`config.mk`:
```
export PLATFORM = sky130hd
export DESIGN_NAME = pipe_stage_reg
export DESIGN_NICKNAME = d
export VERILOG_FILES = /design/src/rtl/pipe_stage_reg_pkg.sv /design/src/rtl/pipe_lane_mux.sv /design/src/rtl/pipe_stage_reg.sv
export SDC_FILE = /design/constraint.sdc
export NUM_CORES = 1
export LEC_CHECK = 0
export ABC_AREA = 1
export CAP_MARGIN = 20
export CORE_ASPECT_RATIO = 1.4
export CORE_MARGIN = 1
export CORE_UTILIZATION = 40
export CTS_CLUSTER_SIZE = 8
export DETAILED_ROUTE_END_ITERATION = 8
export PLACE_DENSITY = 0.69
export SETUP_SLACK_MARGIN = 0.3
export SYNTH_ARGS = -nofsm -noshare
export SYNTH_HDL_FRONTEND = slang
export SYNTH_HIERARCHICAL = 1
export SYNTH_SLANG_ARGS = --single-unit
```
`constraint.sdc`:
```
create_clock -name clk -period 5.3 [get_ports clk]
set_input_delay 1.06 -clock clk [delete_from_list [all_inputs] [get_ports clk]]
set_output_delay 1.06 -clock clk [all_outputs]
set_load 0.005 [all_outputs]
```
`src/rtl/pipe_stage_reg_pkg.sv`:
```
// Shared pipeline definitions: lane positions inside a stage word and the
// two-bit occupancy state encoding used by every stage register.
package pipe_stage_reg_pkg;

  localparam int LANE_IR  = 0;
  localparam int LANE_PC4 = 1;
  localparam int LANE_PC8 = 2;
  localparam int LANE_RS  = 3;
  localparam int LANE_RT  = 4;
  localparam int LANE_EXT = 5;

  localparam logic [1:0] ST_EMPTY = 2'd0;
  localparam logic [1:0] ST_ONE   = 2'd1;
  localparam logic [1:0] ST_TWO   = 2'd2;

endpackage

```
`src/rtl/pipe_lane_mux.sv`:
```
// Per-lane output mux: presents the held lane, or a zero (nop) bubble while
// the stage is empty when BUBBLE_ZERO is set.
module pipe_lane_mux #(
  parameter int WIDTH       = 32,
  parameter int BUBBLE_ZERO = 1
) (
  input  logic             valid,
  input  logic [WIDTH-1:0] lane_in,
  output logic [WIDTH-1:0] lane_out
);

  assign lane_out = ((BUBBLE_ZERO != 0) && !valid) ? '0 : lane_in;

endmodule

```
`src/rtl/pipe_stage_reg.sv`:
```
// Pipeline-stage register with valid/ready handshake, two-entry skid buffer
// and synchronous flush; in_ready is a pure function of registered state.
module pipe_stage_reg
  import pipe_stage_reg_pkg::*;
#(
  parameter int WIDTH       = 32,
  parameter int LANES       = 6,
  parameter int BUBBLE_ZERO = 1
) (
  input  logic                   clk,
  input  logic                   reset,
  input  logic                   in_valid,
  output logic                   in_ready,
  input  logic [LANES*WIDTH-1:0] in_data,
  input  logic                   flush,
  output logic                   out_valid,
  input  logic                   out_ready,
  output logic [LANES*WIDTH-1:0] out_data,
  output logic [1:0]             occupancy
);

  logic [1:0]             state_p0;
  logic [LANES*WIDTH-1:0] main_p0;
  logic [LANES*WIDTH-1:0] skid_p0;
  logic                   accept;
  logic                   consume;

  assign in_ready  = (state_p0 != ST_TWO);
  assign out_valid = (state_p0 != ST_EMPTY);
  assign occupancy = state_p0;
  assign accept    = in_valid && in_ready;
  assign consume   = out_valid && out_ready;

  // Stage p0: main always holds the older word, skid the younger one
  always_ff @(posedge clk) begin
    if (reset || flush) begin
      state_p0 <= ST_EMPTY;
      main_p0  <= '0;
      skid_p0  <= '0;
    end else begin
      case (state_p0)
        ST_EMPTY: begin
          if (accept) begin
            state_p0 <= ST_ONE;
            main_p0  <= in_data;
          end
        end
        ST_ONE: begin
          if (accept && consume) begin
            main_p0 <= in_data;
          end else if (accept) begin
            state_p0 <= ST_TWO;
            skid_p0  <= in_data;
          end else if (consume) begin
            state_p0 <= ST_EMPTY;
          end
        end
        ST_TWO: begin
          if (consume) begin
            state_p0 <= ST_ONE;
            main_p0  <= skid_p0;
          end
        end
        default: state_p0 <= ST_EMPTY;
      endcase
    end
  end

  for (genvar k = 0; k < LANES; k++) begin : g_lane
    pipe_lane_mux #(
      .WIDTH       (WIDTH),
      .BUBBLE_ZERO (BUBBLE_ZERO)
    ) u_lane_mux (
      .valid    (out_valid),
      .lane_in  (main_p0[k*WIDTH +: WIDTH]),
      .lane_out (out_data[k*WIDTH +: WIDTH])
    );
  end

endmodule
```
==> summary.txt, run 1 <==
STA
  – Slew @ Worst Pin: between 0.9 and 1 ns
  – Fmax: approximately 250 MHz
  – Final worst-path cycle share: between 70 and 80%
  – Worst Skew: a little over 0.02 ns
  – Unrepaired setup endpoints after global routing: no
  – Slew margin rel.: around 40%
  – Total negative setup slack: 0 ns
  – Fin. Hold Viols: 0
  – Min Tclk post-route: 4.027 ns
  – Max-slew violations: 0
  – Setup-failing EPs final: 0

Worst setup path
  – Critical path arrival: approximately 3.0 ns
  – WS Path Type: register to output pin
  – CP Launch Type: register
  – CP Capture Type: output pin
  – R2R Path Start: occupancy[0]$_SDFFE_PP0P_
  – Cell depth of the worst flop-to-flop path: 8
  – WP data required: about 4.2 ns
  – Crit path max fanout: 71
  – Flop-to-flop setup slack: around 2.8 ns
  – Launch point of the worst path: occupancy[1]$_SDFFE_PP0P_

Synth
  – Syn Nets: around 3,300
  – Synthesis Warnings: 6
  – Synth cell types: 15
  – Syn_area_per_cell: between 5 and 6 µm²
  – Synth Register Bits: just under 400
  – Cell Area, Synth: about 18,000 µm²
  – Sequential fraction of the synthesis area: 41.83%
  – Syn Inst Count: between 3,000 and 4,000

Placement
  – GP Congestion: between 0.8 and 0.9
  – # port buffers: between 300 and 400
  – Dpl hpwl: ~31,000 µm

Routing
  – DRT iter0 DRCs: 1,054
  – Vias/cell: between 4 and 5
  – Post-DRT Antenna Nets: 0
  – WL final: 50,420 µm
  – Initial DRT Pass Iterations: 5
  – Vias: roughly 18,000
  – Routed len/inst: around 13 µm
  – DRC: 0

GRT
  – GRT Overall Usage: a little over a fifth
  – GR Overflow Total: 0
  – Number of global-route vias before repair: roughly 16,000
  – Largest net degree at the start of global routing: just under 200
  – Initial antenna violation count: 11
  – First-pass GRT wire length: 82,440 µm

Clock network
  – TritonCTS Sinks: 386
  – Post-CTS Resized: 0
  – H-tree depth: 2
  – CTS tree: done
  – CTS root buf: clkbuf_16
  – Reg clk slew, reported paths: roughly 0.050 ns
  – Setup Fix Bufs, Post-CTS: 0
  – Worst-case clock buffer depth: 3
  – Post-cts hold buffer count: 0
  – Cts bufs inserted: 54
  – Worst skew pair latency: 0.56 ns

Floorplan
  – Die ar.: 47,060 µm²
  – Initial Utilization: 40.74%
  – Rows: ~90
  – Die H: 256.3 µm
  – Core ar.: between 40,000 and 50,000 µm²
  – Chip Width: about 180 µm
  – # IOs: approximately 390

Final layout
  – Final core occ: between 50% and 60%
  – Area grow syn2layout: 29.39%
  – Fin nets: about 3,600
  – Share of layout cells above drive strength 1: approximately 2.6%

Status
  – Status: completed

Power
  – Cell Int Power: slightly above 5000 µW
  – Share of total power in combinational logic: between 10% and 20%
  – Clk pwr share: between 40% and 50%
  – Static leakage: approximately 0.012 µW
  – Pwr Density: 282.9 nW/µm²
  – VDD IR-drop max: roughly 0.00025 V
  – Net Switching: between 1500 and 2000 µW
  – Flop pwr share: around 45%
  – Switching share of total power: between 20% and 30%

Flow run
  – Max-cap violations: 0

Min path
  – HP Class: register to register
  – Hold Crit Depth: 2
  – Hold_sp: skid_p0[80]$_SDFFE_PP0P_
[sequential cells by signal, indices dropped and copies added, names as in the netlist]
signal / cells
main_p0: 192
skid_p0: 192
occupancy: 2
[per-stage QoR]
stage          total power [µW]  instance area [µm²]  hold WS, ns  setup WS (ns)  instances
2_1_floorplan              3518                18480       0.4547          2.703       3095
3_3_place_gp               3807                22480       0.4617          1.880       3933
3_5_place_dp               3809                22480       0.4712          1.818       3933
4_1_cts                    6871                23890       0.4826          1.192       3992
5_1_grt                    7078                23900       0.4973          1.086       3997
6_report                   6762                23910       0.4777          1.273       3999
[layout by cell type (no fill, tap or decap), types with 4 or more instances in the layout]
cell / synthesis / final
buf_4: 21 / 11
clkbuf_16: 0 / 55
inv_6: 0 / 4
nor2_1: 769 / 769
clkdlybuf4s50_1: 0 / 392
o21ai_0: 193 / 193
nand2_1: 1159 / 1158
buf_12: 0 / 10
dfxtp_1: 386 / 386
inv_1: 392 / 390
diode_2: 0 / 7
[final timing paths]
path / endpoint
min: skid_p0[80]$_SDFFE_PP0P_
min reg2reg: skid_p0[80]$_SDFFE_PP0P_
max: out_data[84]
max reg2reg: main_p0[111]$_SDFFE_PP0P_
[cell usage after synthesis]
master	number	area share [%]
buf_6	18	1.1
clkbuf_1	57	1.2
nor2_1	769	16
a21oi_1	2	0.054
dfxtp_1	386	42
buf_4	21	0.85
inv_1	392	8.0
buf_1	3	0.061
nor2_2	2	0.068
o21ai_0	193	5.2
nand2_1	1159	24
nand2_2	2	0.068
buf_2	87	2.4
inv_2	2	0.041
nand3_1	2	0.054
[routing by layer]
metal,wire length (µm),part of all wire [%],track usage (%),up-vias
met5,47,0.093,0,-
met4,1435,2.8,7.917,8
met3,4123,8.2,5.979,93
met2,23290,46,35.73,473
met1,21520,43,26.00,7713
li1,-,-,-,9529
[power by group through the flow]
stage          combinational, µW  clock, µW  sequential (µW)
4_1_cts                      714       3110             3040
3_3_place_gp                 707          0             3100
6_report                     707       3010             3040
2_1_floorplan                437          0             3080
3_5_place_dp                 708          0             3100
5_1_grt                      810       3220             3050
[cell type report]
type                            instances  area [µm²]
Fill cell                            4718       21450
Clock buffer                           57        1394
Inverter                              394        1494
Timing Repair Buffer                  413        4207
Tap cell                              611       764.5
Antenna cell                            7       17.52
Clock inverter                          2       13.76
Multi-Input combinational cell       2129        8288
Sequential cell                       386        7727
[logic make-up (layout without fill, tap and decap cells)]
group                  Yosys count  after routing  share of synthesized area (%)
buffers and inverters          580            866                          13.53
AO/OA/AOI/OAI                  195            195                          5.282
AND/OR/NAND/NOR               1934           1934                          39.36
other                            0              7                              0
flip-flops                     386            386                          41.83
[critical path: stages (launching register included)]
cell and delay [ns]:
dfxtp_1 0.50, nor2_1 0.18, inv_6 0.41, buf_4 0.52, nand2_1 0.11, inv_1 0.08, clkdlybuf4s50_1 0.49
Note: power is estimated with default switching activity, not from simulation.
==> inputs of run 2 (changes only) <==
Clock period 5.3 ns to 3.8 ns, I/O delays scaled along.
==> run 2 against run 1 <==
Against the previous run:
- global-route usage about the same
- sequential cell count unchanged
- total power rose by 39%
- final cell count barely moved
- sequential power is 39% higher
- count of clock-buffer cells in the layout is 3 lower
- clock skew is 0.0031 ns higher
- utilization increased by 0.17 points
- largest power group unchanged
- hold slack hardly changed
- critical path depth unchanged
- combinational power rose by 41%
- sequential share of layout area shrank 0.11 points
==> summary.txt, run 2 (same netlist as run 1, synthesis figures left out) <==
Status
  – Status: completed (unchanged)

Power
  – VDD IR-drop max: 0.0003023 V (was 0.0002466 V)
  – Static leakage: 0.01179 µW (was 0.01174 µW)
  – Pwr Density: 393.2 nW/µm² (was 282.9 nW/µm²)

STA
  – Setup-failing EPs final: 0 (unchanged)
  – Fin. Hold Viols: 0 (unchanged)
  – Slew margin rel.: 40.92% (was 40.00%)
  – Max-slew violations: 0 (unchanged)
  – Final worst-path cycle share: between 80% and 90%
  – Slew @ Worst Pin: 0.8861 ns (was 0.9000 ns)
  – Worst Skew: 0.02330 ns (was 0.02024 ns)
  – Total negative setup slack: 0 ns (unchanged)
  – Min Tclk post-route: roughly 3.2 ns
  – Worst Setup Slack, final: 0.5575 ns (was 1.273 ns)
  – Fmax: slightly above 300 MHz
  – Unrepaired setup endpoints after global routing: no (unchanged)

Clock network
  – Post-cts hold buffer count: 0 (unchanged)
  – CTS tree: done (unchanged)
  – Cts bufs inserted: 54 (unchanged)
  – Setup Fix Bufs, Post-CTS: 0 (unchanged)
  – H-tree depth: 2 (unchanged)
  – Worst-case clock buffer depth: 3 (unchanged)
  – TritonCTS Sinks: 386 (unchanged)
  – Post-CTS Resized: 0 (unchanged)
  – Reg clk slew, reported paths: 0.05 ns (about the same)
  – Worst skew pair latency: 0.57 ns (was 0.56 ns)
  – CTS root buf: clkbuf_16 (unchanged)

Routing
  – DRC: 0 (unchanged)
  – DRT iter0 DRCs: 973 (was 1,054)
  – WL final: 51,220 µm (was 50,420 µm)
  – Vias: 17,810 (was 17,820)
  – Post-DRT Antenna Nets: 0 (unchanged)
  – Vias/cell: 4.449 (was 4.455)
  – Routed len/inst: 12.80 µm (was 12.61 µm)
  – Initial DRT Pass Iterations: 5 (unchanged)

Final layout
  – Area grow syn2layout: 29.82% (was 29.39%)
  – Fin nets: 3,584 (was 3,575)
  – Most frequent cells in the layout: nand2_1, nor2_1, clkdlybuf4s50_1, inv_1, dfxtp_1 (unchanged)
  – Share of layout cells above drive strength 1: 2.862% (was 2.603%)
  – Commonest non-fill, non-tap cell in the layout: nand2_1 (unchanged)

Floorplan
  – Rows: 92 (unchanged)
  – Die H: 256.3 µm (unchanged)
  – Chip Width: 183.6 µm (unchanged)
  – Die ar.: 47,060 µm² (unchanged)
  – Initial Utilization: 40.74% (unchanged)
  – # IOs: 393 (unchanged)
  – Core ar.: 45,350 µm² (unchanged)

Worst setup path
  – R2R Path Start: occupancy[0]$_SDFFE_PP0P_ (unchanged)
  – Flop-to-flop setup slack: 1.30 ns (was 2.79 ns)
  – CP Launch Type: register (unchanged)
  – Critical path arrival: 2.48 ns (was 2.97 ns)
  – End of the worst register-to-register path: main_p0[115]$_SDFFE_PP0P_ (was main_p0[111]$_SDFFE_PP0P_)
  – WS Path Type: register to output pin (unchanged)
  – Launch point of the worst path: occupancy[1]$_SDFFE_PP0P_ (unchanged)
  – Crit path max fanout: 72 (was 71)
  – WP data required: 3.04 ns (was 4.24 ns)
  – CP Capture Type: output pin (unchanged)
  – Cell depth of the worst flop-to-flop path: 8 (unchanged)

GRT
  – First-pass GRT wire length: 82,890 µm (was 82,440 µm)
  – GRT Overall Usage: 21.47% (was 21.42%)
  – Largest net degree at the start of global routing: 180 (was 194)
  – GR Overflow Total: 0 (unchanged)
  – Number of global-route vias before repair: 16,470 (was 16,320)
  – Initial antenna violation count: 8 (was 11)

Placement
  – # port buffers: 392 (unchanged)
  – Place WS: 0.8969 ns (was 1.818 ns)
  – GP Congestion: 0.7867 (was 0.8234)
  – Dpl hpwl: 31,730 µm (was 30,850 µm)

Min path
  – Worst Hold Path EP: skid_p0[16]$_SDFFE_PP0P_ (was skid_p0[80]$_SDFFE_PP0P_)
  – HP Class: register to register (unchanged)
  – Hold_sp: skid_p0[16]$_SDFFE_PP0P_ (was skid_p0[80]$_SDFFE_PP0P_)
  – Hold Crit Depth: 2 (unchanged)

Flow run
  – Max-cap violations: 0 (unchanged)
-- run 2: cell types whose count changed in the layout (fill, tap and decap cells not counted), sizes merged --
| cell | previous run | this run |
|---|---|---|
| buf | 21 | 30 |
| clkbuf | 57 | 54 |
| diode | 7 | 2 |
| inv | 395 | 396 |
| clkinv | 1 | 2 |
-- run 2: layout make-up --
type	count	area, µm²
Tap cell	611	764.5
Timing Repair Buffer	422	4312
Clock buffer	54	1351
Antenna cell	2	5.005
Fill cell	4664	21370
Inverter	394	1494
Sequential cell	386	7727
Multi-Input combinational cell	2129	8288
Clock inverter	4	42.54
-- run 2: through the flow --
stage	power (µW)	area, µm²	hold WS [ns]	util, %	cells
floorplan	4907	18480	0.4547	-	3095
global placement	5316	22590	0.4611	49.80	3942
detailed placement	5320	22590	0.4701	49.80	3942
CTS	9552	23980	0.4822	52.87	4000
global route	9856	23980	0.5002	52.88	4002
finish	9432	23980	0.4777	52.88	4002
-- run 2: report_power, final --
part           switching (µW)  internal (µW)  leakage (µW)
clock                    1710           2480      0.000686
sequential               60.5           4170       0.00314
combinational             547            458       0.00797
-- run 2: layer usage --
layer  track usage (%)  part of all wire [%]  vias up
li1                  -                     -     9530
met1             26.25                    43     7736
met2             36.30                    47      441
met3             5.482                   7.5       89
met4             7.199                   2.6       10
met5                 0                  0.14        -
-- run 2: worst max path at each step --
stage	to	depth (start not counted)
final	out_data[118]	6
after global routing	out_data[117]	6
after CTS	out_data[117]	6
after detailed placement	main_p0[115]$_SDFFE_PP0P_	8
after global placement	main_p0[119]$_SDFFE_PP0P_	8
after floorplan	out_data[0]	5
-- run 2: critical path, stage by stage (launching register included) --
cell and delay (ns):
dfxtp_1 0.54, nor2_1 0.18, inv_6 0.12, buf_12 0.27, nand2_1 0.09, inv_1 0.06, clkdlybuf4s50_1 0.57
==> inputs of run 3 (changes only) <==
Settings changed: PLACE_DENSITY 0.69 to 0.72.
==> run 3 against run 2 <==
Against the previous run:
- design area increased by 0.73%
- via count is 1.0% higher
- sequential cell count unchanged
- sequential share of layout area is 0.23 points lower
- clock skew about the same
- setup slack improved by 0.033 ns
- utilization is 0.38 points higher
- non-clock buffer count rose by 9
- total power increased by 0.98%
- hold slack got worse by 0.0013 ns
- wire length fell by 2.5%
- critical endpoint is now out_data[73]
- largest cell class unchanged
==> summary.txt, run 3 (same netlist as run 1, synthesis figures left out) <==
STA
  – Setup-failing EPs final: 0 (unchanged)
  – Final worst-path cycle share: 84.45% (was 85.33%)
  – Worst Setup Slack, final: 0.5909 ns (was 0.5575 ns)
  – Hold WS: 0.4764 ns (was 0.4777 ns)
  – Fmax: 311.6 MHz (was 308.4 MHz)
  – Min Tclk post-route: 3.209 ns (was 3.243 ns)
  – Unrepaired setup endpoints after global routing: no (unchanged)
  – Slew @ Worst Pin: 0.8606 ns (was 0.8861 ns)
  – Max-slew violations: 0 (unchanged)
  – Total negative setup slack: 0 ns (unchanged)
  – Fin. Hold Viols: 0 (unchanged)
  – Slew margin rel.: 42.63% (was 40.92%)
  – Worst Skew: 0.02336 ns (was 0.02330 ns)

Final layout
  – Area grow syn2layout: 30.76% (was 29.82%)
  – Share of layout cells above drive strength 1: 3.148% (was 2.862%)
  – Commonest non-fill, non-tap cell in the layout: nand2_1 (unchanged)
  – Final core occ: 53.27% (was 52.88%)
  – Fin area: 24,160 µm² (was 23,980 µm²)
  – Fin nets: 3,593 (was 3,584)
  – Most frequent cells in the layout: nand2_1, nor2_1, clkdlybuf4s50_1, inv_1, dfxtp_1 (unchanged)

Clock network
  – Worst skew pair latency: 0.57 ns (about the same)
  – Cts bufs inserted: 54 (unchanged)
  – H-tree depth: 2 (unchanged)
  – Setup Fix Bufs, Post-CTS: 0 (unchanged)
  – CTS tree: done (unchanged)
  – Post-cts hold buffer count: 0 (unchanged)
  – Reg clk slew, reported paths: 0.05 ns (about the same)
  – TritonCTS Sinks: 386 (unchanged)
  – CTS root buf: clkbuf_16 (unchanged)
  – Post-CTS Resized: 0 (unchanged)
  – Worst-case clock buffer depth: 3 (unchanged)

Routing
  – WL final: 49,910 µm (was 51,220 µm)
  – Initial DRT Pass Iterations: 5 (unchanged)
  – Vias/cell: 4.483 (was 4.449)
  – DRC: 0 (unchanged)
  – Vias: 17,990 (was 17,810)
  – Routed len/inst: 12.44 µm (was 12.80 µm)
  – DRT iter0 DRCs: 996 (was 973)
  – Post-DRT Antenna Nets: 0 (unchanged)

Worst setup path
  – CP Capture Type: output pin (unchanged)
  – Cell depth of the worst flop-to-flop path: 8 (unchanged)
  – WS Path Type: register to output pin (unchanged)
  – Crit path max fanout: 70 (was 72)
  – CP Launch Type: register (unchanged)
  – WP data required: 3.04 ns (about the same)
  – Critical path arrival: 2.45 ns (was 2.48 ns)

Power
  – Share of total power in combinational logic: 10.6% (was 10.7%)
  – Flop pwr share: 44.6% (was 44.9%)
  – VDD IR-drop max: 0.0003155 V (was 0.0003023 V)
  – Net Switching: 2282 µW (was 2317 µW)
  – Cell Int Power: 7242 µW (was 7114 µW)
  – Static leakage: 0.01188 µW (was 0.01179 µW)
  – Clk pwr share: 44.8% (was 44.5%)
  – Switching share of total power: 23.96% (was 24.57%)
  – Pwr Density: 394.2 nW/µm² (was 393.2 nW/µm²)

Floorplan
  – Die ar.: 47,060 µm² (unchanged)
  – Rows: 92 (unchanged)
  – Initial Utilization: 40.74% (unchanged)
  – # IOs: 393 (unchanged)
  – Core ar.: 45,350 µm² (unchanged)
  – Chip Width: 183.6 µm (unchanged)
  – Die H: 256.3 µm (unchanged)

Placement
  – GP Congestion: 0.7998 (was 0.7867)
  – Dpl cell area: 22,690 µm² (was 22,590 µm²)
  – Dpl hpwl: 31,280 µm (was 31,730 µm)
  – Place WS: 0.9543 ns (was 0.8969 ns)
  – # port buffers: 392 (unchanged)

Flow run
  – Max-cap violations: 0 (unchanged)

GRT
  – GRT Overall Usage: 21.08% (was 21.47%)
  – Largest net degree at the start of global routing: 194 (was 180)
  – Number of global-route vias before repair: 16,290 (was 16,470)
  – First-pass GRT wire length: 81,890 µm (was 82,890 µm)
  – Initial antenna violation count: 4 (was 8)
  – GR Overflow Total: 0 (unchanged)

Status
  – Status: completed (unchanged)

Min path
  – Hold Crit Depth: 2 (unchanged)
  – HP Class: register to register (unchanged)
-- run 3: cell count changes in the layout (fill, tap and decap cells not counted), sizes merged --
cell	change
clkbuf	+4
clkinv	-2
bufinv	+1
diode	+1
buf	+9
inv	-3
clkinvlp	+1
-- run 3: per-stage QoR --
step | cells | power [µW]
floorplan | 3095 | 4907
global placement | 3951 | 5321
detailed placement | 3951 | 5328
CTS | 4010 | 9646
global route | 4012 | 9958
finish | 4013 | 9524
-- run 3: power by group through the flow --
stage                     combinational (µW)  sequential (µW)  clock, µW
final                                   1010             4240       4270
after global routing                    1150             4250       4550
after CTS                               1010             4240       4390
after detailed placement                1000             4320          0
after global placement                   996             4330          0
after floorplan                          609             4300          0
-- run 3: layout make-up --
class                      count  area, µm²
clock buffer                  58       1430
sequential                   386       7729
antenna                        3      7.507
inverter                     394       1515
clock inverter                 1      7.507
tap                          611      764.5
timing repair buffer         431       4417
multi-input combinational   2129       8288
fill                        4626      21200
-- run 3: path summary, 6_finish.rpt --
check	from	end	slack [ns]
hold reg to reg	skid_p0[118]$_SDFFE_PP0P_	skid_p0[118]$_SDFFE_PP0P_	0.48
setup / recovery	occupancy[1]$_SDFFE_PP0P_	out_data[73]	0.59
hold / removal	skid_p0[118]$_SDFFE_PP0P_	skid_p0[118]$_SDFFE_PP0P_	0.48
setup reg to reg	occupancy[0]$_SDFFE_PP0P_	main_p0[63]$_SDFFE_PP0P_	1.30
-- run 3: layer usage --
metal | routed length, µm | vias up | global-route usage [%]
li1 | - | 9579 | -
met1 | 21730 | 7891 | 25.78
met2 | 23590 | 429 | 36.18
met3 | 3419 | 87 | 5.042
met4 | 1146 | 4 | 6.366
met5 | 27 | - | 0
-- run 3: worst max-delay path, cell delays in order (launching register included) --
cell	delay, ns
dfxtp_2	0.42
nor2_1	0.11
bufinv_16	0.33
buf_12	0.30
nand2_1	0.10
inv_1	0.07
clkdlybuf4s50_1	0.49
